==> config.mk <==
export PLATFORM = sky130hd
export DESIGN_NAME = video_timing_rx
export DESIGN_NICKNAME = d
export VERILOG_FILES = /design/src/rtl/video_timing_pkg.sv /design/src/rtl/video_timing_rx_sync_edge.sv /design/src/rtl/video_timing_rx.sv
export SDC_FILE = /design/constraint.sdc
export NUM_CORES = 1
export LEC_CHECK = 0
export CAP_MARGIN = 15
export CORE_UTILIZATION = 60
export CTS_CLUSTER_DIAMETER = 150
export DETAILED_ROUTE_END_ITERATION = 8
export PLACE_DENSITY_LB_ADDON = 0.1
export SETUP_SLACK_MARGIN = 0.1
export SYNTH_ARGS = -nofsm -noshare
export SYNTH_HDL_FRONTEND = slang
export SYNTH_HIERARCHICAL = 1
export SYNTH_SLANG_ARGS = --single-unit
export TNS_END_PERCENT = 30
==> constraint.sdc <==
create_clock -name pixel_clk -period 5.2 [get_ports pixel_clk]
set_clock_uncertainty 0.15 [all_clocks]
set_input_delay 0.52 -clock pixel_clk [delete_from_list [all_inputs] [get_ports pixel_clk]]
set_output_delay 0.52 -clock pixel_clk [all_outputs]
set_load 0.005 [all_outputs]
==> src/rtl/video_timing_pkg.sv <==
// rtl/video_timing_pkg.sv - shared timing types for the video timing generator and receiver
package video_timing_pkg;
   localparam int H_CNT_W_DEF = 12;
   localparam int V_CNT_W_DEF = 11;

   typedef enum logic [1:0] {
      SEARCH = 2'd0,
      TRACK  = 2'd1,
      LOCKED = 2'd2
   } vt_state_t;

   typedef struct packed {
      logic [H_CNT_W_DEF-1:0] h_total;
      logic [H_CNT_W_DEF-1:0] h_active;
      logic [V_CNT_W_DEF-1:0] v_total;
      logic [V_CNT_W_DEF-1:0] v_active;
   } timing_meas_t;
endpackage

==> src/rtl/video_timing_rx_sync_edge.sv <==
// rtl/video_timing_rx_sync_edge.sv - pulse on the transition of a sync level into its active polarity
module sync_edge_det (
   input  logic pixel_clk,
   input  logic level,
   input  logic pol,
   output logic edge_pulse
);
   // Left unreset so the previous level tracks the line through reset and no false edge appears on release.
   logic level_q;

   always_ff @(posedge pixel_clk) begin
      level_q <= level;
   end

   assign edge_pulse = (level == pol) && (level_q != pol);
endmodule

==> src/rtl/video_timing_rx.sv <==
// rtl/video_timing_rx.sv - recovers sync polarity, frame geometry, pixel coordinates and lock from a video stream
module video_timing_rx
   import video_timing_pkg::*;
#(
   parameter int LOCK_FRAMES = 2,
   parameter int H_CNT_W     = H_CNT_W_DEF,
   parameter int V_CNT_W     = V_CNT_W_DEF
) (
   input  logic               pixel_clk,
   input  logic               rst_n,
   input  logic               h_sync_in,
   input  logic               v_sync_in,
   input  logic               de_in,
   output logic [10:0]        h_coord,
   output logic [9:0]         v_coord,
   output logic               pix_valid,
   output logic               h_pol_det,
   output logic               v_pol_det,
   output logic [H_CNT_W-1:0] h_total,
   output logic [H_CNT_W-1:0] h_active,
   output logic [V_CNT_W-1:0] v_total,
   output logic [V_CNT_W-1:0] v_active,
   output logic               frame_start,
   output logic               locked,
   output logic               timing_err
);
   localparam int MW = $clog2(LOCK_FRAMES + 1);

   logic h_r, v_r, de_r, de_q;
   logic de_rise, de_fall, h_edge, v_edge_raw, v_edge, timeout;
   logic pol_seen, started;
   logic [H_CNT_W-1:0] h_cnt, h_total_meas, h_active_meas;
   logic [V_CNT_W-1:0] line_cnt, de_line_cnt;
   timing_meas_t cur_meas, meas_q;
   vt_state_t state_q, state_d;
   logic [MW-1:0] match_q, match_d;
   logic locked_d, err_d;

   always_ff @(posedge pixel_clk) begin
      h_r  <= h_sync_in;
      v_r  <= v_sync_in;
      de_r <= de_in;
   end

   sync_edge_det u_h_edge (.pixel_clk(pixel_clk), .level(h_r), .pol(h_pol_det), .edge_pulse(h_edge));
   sync_edge_det u_v_edge (.pixel_clk(pixel_clk), .level(v_r), .pol(v_pol_det), .edge_pulse(v_edge_raw));

   assign de_rise = de_r & ~de_q;
   assign de_fall = ~de_r & de_q;
   // Frame boundaries only count once polarity has been learned from active video.
   assign v_edge  = v_edge_raw & pol_seen;
   assign timeout = &line_cnt;

   always_comb begin
      cur_meas.h_total  = H_CNT_W_DEF'(h_total_meas);
      cur_meas.h_active = H_CNT_W_DEF'(h_active_meas);
      cur_meas.v_total  = V_CNT_W_DEF'(line_cnt);
      cur_meas.v_active = V_CNT_W_DEF'(de_line_cnt);
   end

   always_comb begin
      state_d  = state_q;
      match_d  = match_q;
      locked_d = locked;
      err_d    = 1'b0;
      if (timeout) begin
         state_d  = SEARCH;
         match_d  = '0;
         locked_d = 1'b0;
         err_d    = locked;
      end else if (v_edge && started) begin
         case (state_q)
            SEARCH: begin
               state_d = TRACK;
               match_d = MW'(1);
            end
            TRACK: begin
               if (cur_meas == meas_q) begin
                  match_d = match_q + 1'b1;
                  if (int'(match_q) + 1 >= LOCK_FRAMES) begin
                     state_d  = LOCKED;
                     locked_d = 1'b1;
                  end
               end else begin
                  match_d = MW'(1);
               end
            end
            LOCKED: begin
               if (cur_meas != meas_q) begin
                  state_d  = TRACK;
                  match_d  = MW'(1);
                  locked_d = 1'b0;
                  err_d    = 1'b1;
               end
            end
            default: state_d = SEARCH;
         endcase
      end
   end

   always_ff @(posedge pixel_clk) begin
      if (!rst_n) begin
         de_q          <= 1'b0;
         pix_valid     <= 1'b0;
         h_coord       <= '0;
         v_coord       <= '0;
         h_pol_det     <= 1'b1;
         v_pol_det     <= 1'b1;
         pol_seen      <= 1'b0;
         started       <= 1'b0;
         h_cnt         <= '0;
         h_total_meas  <= '0;
         h_active_meas <= '0;
         line_cnt      <= '0;
         de_line_cnt   <= '0;
         meas_q        <= '0;
         state_q       <= SEARCH;
         match_q       <= '0;
         locked        <= 1'b0;
         timing_err    <= 1'b0;
         frame_start   <= 1'b0;
      end else begin
         de_q        <= de_r;
         pix_valid   <= de_r;
         state_q     <= state_d;
         match_q     <= match_d;
         locked      <= locked_d;
         timing_err  <= err_d;
         frame_start <= v_edge;

         if (de_r) begin
            h_pol_det <= ~h_r;
            v_pol_det <= ~v_r;
            pol_seen  <= 1'b1;
         end

         // One counter serves both line period (sampled at DE rise) and DE run length (sampled at DE fall).
         if (de_rise)        h_cnt <= H_CNT_W'(1);
         else if (~&h_cnt)   h_cnt <= h_cnt + 1'b1;
         if (de_rise) h_total_meas  <= h_cnt;
         if (de_fall) h_active_meas <= h_cnt;

         if (de_rise)                 h_coord <= '0;
         else if (de_r && ~&h_coord)  h_coord <= h_coord + 1'b1;

         if (v_edge)                     v_coord <= '0;
         else if (de_fall && ~&v_coord)  v_coord <= v_coord + 1'b1;

         if (v_edge) begin
            line_cnt    <= h_edge ? V_CNT_W'(1) : '0;
            de_line_cnt <= '0;
         end else begin
            if (h_edge && ~&line_cnt)      line_cnt    <= line_cnt + 1'b1;
            if (de_fall && ~&de_line_cnt)  de_line_cnt <= de_line_cnt + 1'b1;
         end

         if (timeout)      started <= 1'b0;
         else if (v_edge)  started <= 1'b1;

         if (v_edge && started && !timeout) meas_q <= cur_meas;
      end
   end

   assign h_total  = H_CNT_W'(meas_q.h_total);
   assign h_active = H_CNT_W'(meas_q.h_active);
   assign v_total  = V_CNT_W'(meas_q.v_total);
   assign v_active = V_CNT_W'(meas_q.v_active);
endmodule

### Word level (Yosys, flattened, before mapping)

Index checks and enable logic that the tools add are counted.

| word-level totals | value |
|---|---|
| flip-flop bits (word level) | 142 |
| latch bits | 0 |
| bits in writable memories | 0 |
| bits in read-only memories | 0 |
| input bits | 5 |
| output and inout port bits | 73 |
| logic and storage cells | 101 |
| memories kept | 0 |

| operators by class | value |
|---|---|
| add/subtract/negate cells | 7 |
| multipliers | 0 |
| divide/modulo/power cells | 0 |
| order comparisons | 1 |
| equality and inequality tests | 12 |
| shift operators | 0 |
| multiplexer cells | 19 |
| bitwise logic cells | 8 |
| reduce and logical (&&, ||, !) cells | 27 |

Operators with widths:

| operator | count |
|---|---|
| == test 46 bit | 1 |
| != test 46 bit | 1 |
| adder 11 x 1 -> 11 bit (second input constant) | 3 |
| AND reduction 11 bit | 3 |
| two-way mux 11 bit | 2 |
| adder 12 x 1 -> 12 bit (second input constant) | 1 |
| one-hot mux 2 bit (3 select lines) | 2 |
| AND reduction 12 bit | 1 |
| adder 10 x 1 -> 10 bit (second input constant) | 1 |
| two-way mux 1 bit | 10 |
| AND reduction 10 bit | 1 |
| logical AND 1 bit | 8 |
| two-way mux 2 bit | 4 |
| != test 2 bit (second input constant) | 4 |
| OR reduction 2 bit | 3 |
| inverter 1 bit | 5 |
| AND reduction 5 bit | 1 |
| zero test 1 bit | 4 |
| AND reduction 4 bit | 1 |
| nonzero test 2 bit | 2 |
| adder 2 x 1 -> 3 bit (second input constant) | 1 |
| bitwise AND 1 bit | 3 |
| >= comparator 3 x 2 -> 1 bit (second input constant) | 1 |
| AND reduction 3 bit | 1 |
| 8 further kinds | 10 |

### Depth between registers and ports, before layout

| logic depth | value |
|---|---|
| word-level depth | 6 |
| depth in mapped cells | 8 |
| mapped depth without buffers | 7 |

### By module

Netlist, hierarchy kept.

Modules (own cells, without submodules):

| module | instances | cells each | area an instance (sq um) | sequential area each (sq um) |
|---|---|---|---|---|
| video_timing_rx | 1 | 721 | 6232.2 | 2802.7 |
| sync_edge_det | 2 | 4 | 42.5 | 20.0 |

### Worst setup path before layout

No wires, ideal clock.

| timing path | value |
|---|---|
| path kind | register to register |
| from | reg de_line_cnt[0] |
| to | reg de_line_cnt[9] |
| library setup time | 0.071 ns |
| arrival | 1.718 ns |
| required time | 4.979 ns |
| path slack | 3.261 ns |
| cell stages (with the launch flop) | 7 |
| buffers on the path | 0 |
| period minus slack after synthesis | 1.939 ns |
| cells stage by stage | dfxtp_1 -> ha_1 -> and4_1 -> a41oi_2 -> nand4_2 -> or3_1 -> a21oi_1 |

| between the ends | value |
|---|---|
| cells in the longest elaborated chain, start to end | 3 |
| elaborated cells between the ends (all ways) | 4 |
| those cells by class | 1 x add/sub; 3 x reduce/logical |

Ends and longest elaborated chain:

| element | line | text |
|---|---|---|
| start, declared | video_timing_rx.sv:33 | `logic [V_CNT_W-1:0] line_cnt, de_line_cnt;` |
| start signal, assigned | video_timing_rx.sv:154 | `if (de_fall && ~&de_line_cnt) de_line_cnt <= de_line_cnt + 1'b1;` |
| parallel branches: the longest is 3 deep, another holds adder 11 x 1 -> 11 bit | -- |  |

Parallel ways; which one is timed is not known.
A chain may end at the register's enable or synchronous reset.

### Worst setup path after layout

| timing path | value |
|---|---|
| from | reg line_cnt[0] |
| to | reg meas_q (netlist bit h_active[7]) |

| between the ends | value |
|---|---|
| cells in the longest elaborated chain, start to end | 3 |

Ends and longest elaborated chain:

| element | line | text |
|---|---|---|
| start, declared | video_timing_rx.sv:33 |  |
| start signal, assigned | video_timing_rx.sv:150 | `line_cnt <= h_edge ? V_CNT_W'(1) : '0;` |
| start signal, assigned | video_timing_rx.sv:153 | `if (h_edge && ~&line_cnt) line_cnt <= line_cnt + 1'b1;` |
| AND reduction 11 bit | video_timing_rx.sv:52 | `assign timeout = &line_cnt;` |
| zero test 1 bit | video_timing_rx.sv:160 | `if (v_edge && started && !timeout) meas_q <= cur_meas;` |
| logical AND 1 bit | video_timing_rx.sv:160 |  |
| end signal, assigned | video_timing_rx.sv:160 |  |
| end, declared | video_timing_rx.sv:34 | `timing_meas_t cur_meas, meas_q;` |

Every way passes these cells.

==> out/summary.log <==
qor: logic_synthesis.synth_fp_nets 740
qor: timing.hold_viol 0
qor: setup_path.critPathLaunchType flop
qor: pwr.power.combinational.fraction 3.3%
qor: pwr.switching_part_of_the_total 20.8%
qor: clocking.htreeDepth 4
qor: grt.grt_first_pass_wirelength 24,000 um
qor: job.maxCapViolations 0
qor: grt.grtUsageMet1 35.4%
qor: logic_synthesis.postSynth.topFlopCell sky130_fd_sc_hd__dfxtp_1
qor: logic_synthesis.netlist.top_cell.by_area sky130_fd_sc_hd__dfxtp_1
qor: setup_path.slowest_stage sky130_fd_sc_hd__nand2_2
qor: logic_synthesis.synth_async_sr_flop_share 0%
qor: run_status.status completed
qor: timing.final.min_clock_period 2500 ps
qor: logic_synthesis.yosys_warnings 6
qor: clocking.cts-root-buf sky130_fd_sc_hd__clkbuf_8
qor: logic_synthesis.syn-cell-area 6320 um^2
qor: final_layout.layoutNonFillerInstCount 938
qor: logic_synthesis.post-synth-top-count-cell sky130_fd_sc_hd__nand2_1
qor: grt.grt_max_degree 56
qor: pwr.netSwitchingPower 0.000507 W
qor: logic_synthesis.synth_enable_flop_cells 0
qor: final_layout.final_net_count 800
qor: final_layout.num-fill-cells 779
qor: routing.detail_route.drc_violations 0
qor: worst_hold_path.hold_path.class in2reg
qor: grt.grt-ovfl-total 0
qor: grt.grt_busiest_layer met2
qor: setup_path.end_kind flop
qor: logic_synthesis.netlist-cell-type-count 48
qor: placed_design.routability_congestion_estimate_from_global_placement 0.882
qor: clocking.cts_tree done
qor: clocking.clk_pin_slew_worst_paths 60 ps
qor: setup_path.worst_ep_required 5480 ps
qor: pwr.power_per_cell_area 317 nW/um^2
qor: routing.drt_pre_antenna_iters 5
qor: logic_synthesis.synth_seq_cells 142
qor: logic_synthesis.synth_largest_type_area_fraction 45.0%
qor: timing.setup_viol_count_final 0
qor: setup_path.timing.critical_path.max_delay_family simple AND/OR/NAND/NOR gates
qor: setup_path.rrSetupSlack 2700 ps
qor: placed_design.dp_cells 906
qor: grt.grt_usage 27.6%
qor: routing.postRouteAntennaNets 0
qor: final_layout.layout.area.seq 2840 um^2
qor: floorplan.core_outline_area 10,300 um^2
qor: routing.total_length_of_routed_wires 14,400 um
qor: floorplan.dieArea 10,900 um^2
qor: clocking.post_cts.resized_instances 0
qor: floorplan.ioPinCount 78
qor: clocking.buffers_inserted_during_post_cts_setup_optimization 0
qor: setup_path.cp_slowest_stage_delay 690 ps
qor: grt.groute.layer.met3.usage 6.61%
qor: floorplan.initial_util 61.5%
qor: pwr.fin_total_pwr 0.00244 W
qor: timing.setup_total_negative_slack 0 ps
qor: timing.grt_setup_unrepaired no
qor: logic_synthesis.yosys-top-cells-area sky130_fd_sc_hd__dfxtp_1 (45%), sky130_fd_sc_hd__nand2_1 (10%), sky130_fd_sc_hd__xor2_1 (9.4%)
qor: grt.grt_antenna_before_repair 0
qor: pwr.p_leak 2.98 nW
qor: logic_synthesis.synthesis.instances 729
qor: pwr.cellInternalPower 0.00193 W
qor: placed_design.placement.io_buffers 77
qor: routing.route.vias.total 5,179
qor: routing.post_drt_via_cell_ratio 5.52
qor: routing.initialDrtViolationCount 275
qor: floorplan.rows 37
qor: pwr.relative_contribution_of_the_clock_network_to_total_power 51.2%
qor: timing.worst_slew_margin_rel 39.4%
qor: setup_path.critPathBufInv 0
qor: routing.routed_wire_length_per_instance 15.3 um
qor: final_layout.area_used_by_multi_input_combinational_logic 3240 um^2
qor: clocking.clock-sinks 142
qor: final_layout.drive_above_1_share 6.23%
qor: logic_synthesis.synth.yosys.seq_area_share 45.0%
qor: setup_path.path_cells ha_1 -> nand3_1 -> nor4_4 -> nand2_1 -> nand2_2 -> nand2_1 -> a21boi_1
qor: logic_synthesis.synth_area_per_cell 8.67 um^2
qor: timing.final_worst_path_cycle_share 48.0%
qor: clocking.cts_hold_repair.buffers 0
qor: grt.globalRouteMet2Util 45.8%
qor: clocking.number_of_clock_buffers_inserted_by_tritoncts 17
qor: setup_path.critPathMostFrequentCell sky130_fd_sc_hd__nand2_1
qor: timing.final.hold.worst_slack 218 ps
qor: clocking.worst_skew_pair.late_latency 520 ps
qor: pwr.power.share.sequential 45.5%
qor: timing.worst_slew_pin_tran 907 ps
qor: setup_path.critPathMaxFanout 45
qor: floorplan.die_w 105 um
qor: logic_synthesis.yosys-top-cells-count sky130_fd_sc_hd__nand2_1 (169), sky130_fd_sc_hd__dfxtp_1 (142), sky130_fd_sc_hd__xor2_1 (68), sky130_fd_sc_hd__nor2_1 (56), sky130_fd_sc_hd__a21boi_1 (40)
qor: timing.fmaxAchievable 400 MHz
qor: final_layout.area.growth.synth_to_final 21.9%
qor: setup_path.critPathArrivalTime 2780 ps
qor: final_layout.antennaDiodeCount 0
qor: setup_path.worstSetupPathType reg2reg
qor: floorplan.dieHeight 105 um
qor: grt.grt_pass1_vias 4,882
qor: placed_design.detailedPlacementHpwl 9890 um
qor: pwr.ir_worst_vdd 212 uV
qor: clocking.ctsLongestPathBuffers 2
qor: final_layout.finish.utilization 74.9%
qor: timing.final_slew_violations 0
==> worst reg2reg max path, cell delays in order, from the launching register on <==
cell and delay [ps]:
sky130_fd_sc_hd__dfxtp_1 430, sky130_fd_sc_hd__ha_1 250, sky130_fd_sc_hd__nand3_1 130, sky130_fd_sc_hd__nor4_4 210, sky130_fd_sc_hd__nand2_1 180, sky130_fd_sc_hd__nand2_2 690
sky130_fd_sc_hd__nand2_1 170, sky130_fd_sc_hd__a21boi_1 200
==> through the flow <==
step	area (um^2)	setup WS, ps
3_5_place_dp	7090	2740
6_report	7700	2700
2_1_floorplan	6320	3260
5_1_grt	7700	2500
3_3_place_gp	7090	2880
4_1_cts	7700	2670
==> path summary, 6_finish.rpt <==
kind / start / end / depth (start not counted)
worst max register to register: line_cnt[0]$_SDFFE_PN0P_ / h_active[7]$_SDFFE_PN0P_ / 7
worst min-delay path: rst_n / h_pol_det$_SDFFE_PN1P_ / 2
worst max-delay path: line_cnt[0]$_SDFFE_PN0P_ / h_active[7]$_SDFFE_PN0P_ / 7
worst min register to register: h_r$_DFF_P_ / u_h_edge/level_q$_DFF_P_ / 0
==> cell type report <==
cell class / instances / share of cell area, %
clock buffers: 22 / 5.88
clock inverters: 10 / 2.10
inverters: 10 / 0.487
multi-input cells: 537 / 42.1
flip-flops and latches: 142 / 36.9
well taps: 136 / 2.21
repair buffers: 81 / 10.3
==> power groups by stage <==
| stage | Sequential [W] | Combinational (W) | Clock, W |
|---|---|---|---|
| 2_1_floorplan | 0.00113 | 0.0000588 | 0 |
| 3_3_place_gp | 0.00113 | 0.0000780 | 0 |
| 3_5_place_dp | 0.00113 | 0.0000802 | 0 |
| 4_1_cts | 0.00111 | 0.0000804 | 0.00127 |
| 5_1_grt | 0.00111 | 0.0000881 | 0.00132 |
| 6_report | 0.00111 | 0.0000798 | 0.00125 |
==> logic make-up (layout without fill, tap and decap cells) <==
kind of cell	Yosys count	after routing	synth area share, %
AO/OA/AOI/OAI	118	118	13.5
AND/OR/NAND/NOR	327	327	24.5
flip-flops	142	142	45.0
buffers and inverters	50	123	3.74
multiplexers	6	6	0.951
adder cells (fa/ha/maj)	6	6	1.19
XOR/XNOR	80	80	11.1
==> per-layer routing <==
layer / share of wire [%] / up-vias / wire, um
met2: 49 / 148 / 7020
li1: - / 2579 / -
met1: 44 / 2435 / 6380
met5: 0 / - / 0
met4: 1.2 / 0 / 178
met3: 5.4 / 17 / 778
==> layout by cell type, fill, tap and decap left out, types with 16 or more instances in the layout <==
cell and count:
sky130_fd_sc_hd__nand3_1 16, sky130_fd_sc_hd__a21boi_1 40, sky130_fd_sc_hd__nand4_1 17, sky130_fd_sc_hd__clkbuf_16 16, sky130_fd_sc_hd__nor2_1 55, sky130_fd_sc_hd__clkdlybuf4s50_1 76
sky130_fd_sc_hd__xor2_1 68, sky130_fd_sc_hd__nand2_1 169, sky130_fd_sc_hd__nor4_1 17, sky130_fd_sc_hd__a21boi_0 30, sky130_fd_sc_hd__dfxtp_1 142
==> registers in the layout (all words and copies together) (netlist names), 2 cells and up <==
register,count
state_q,2
v_coord,10
h_total,12
h_coord,11
de_line_cnt,11
v_active,11
line_cnt,11
v_total,11
match_q,2
h_active_meas,12
h_active,12
h_total_meas,12
h_cnt,12
(Power assumes the default switching activity.)
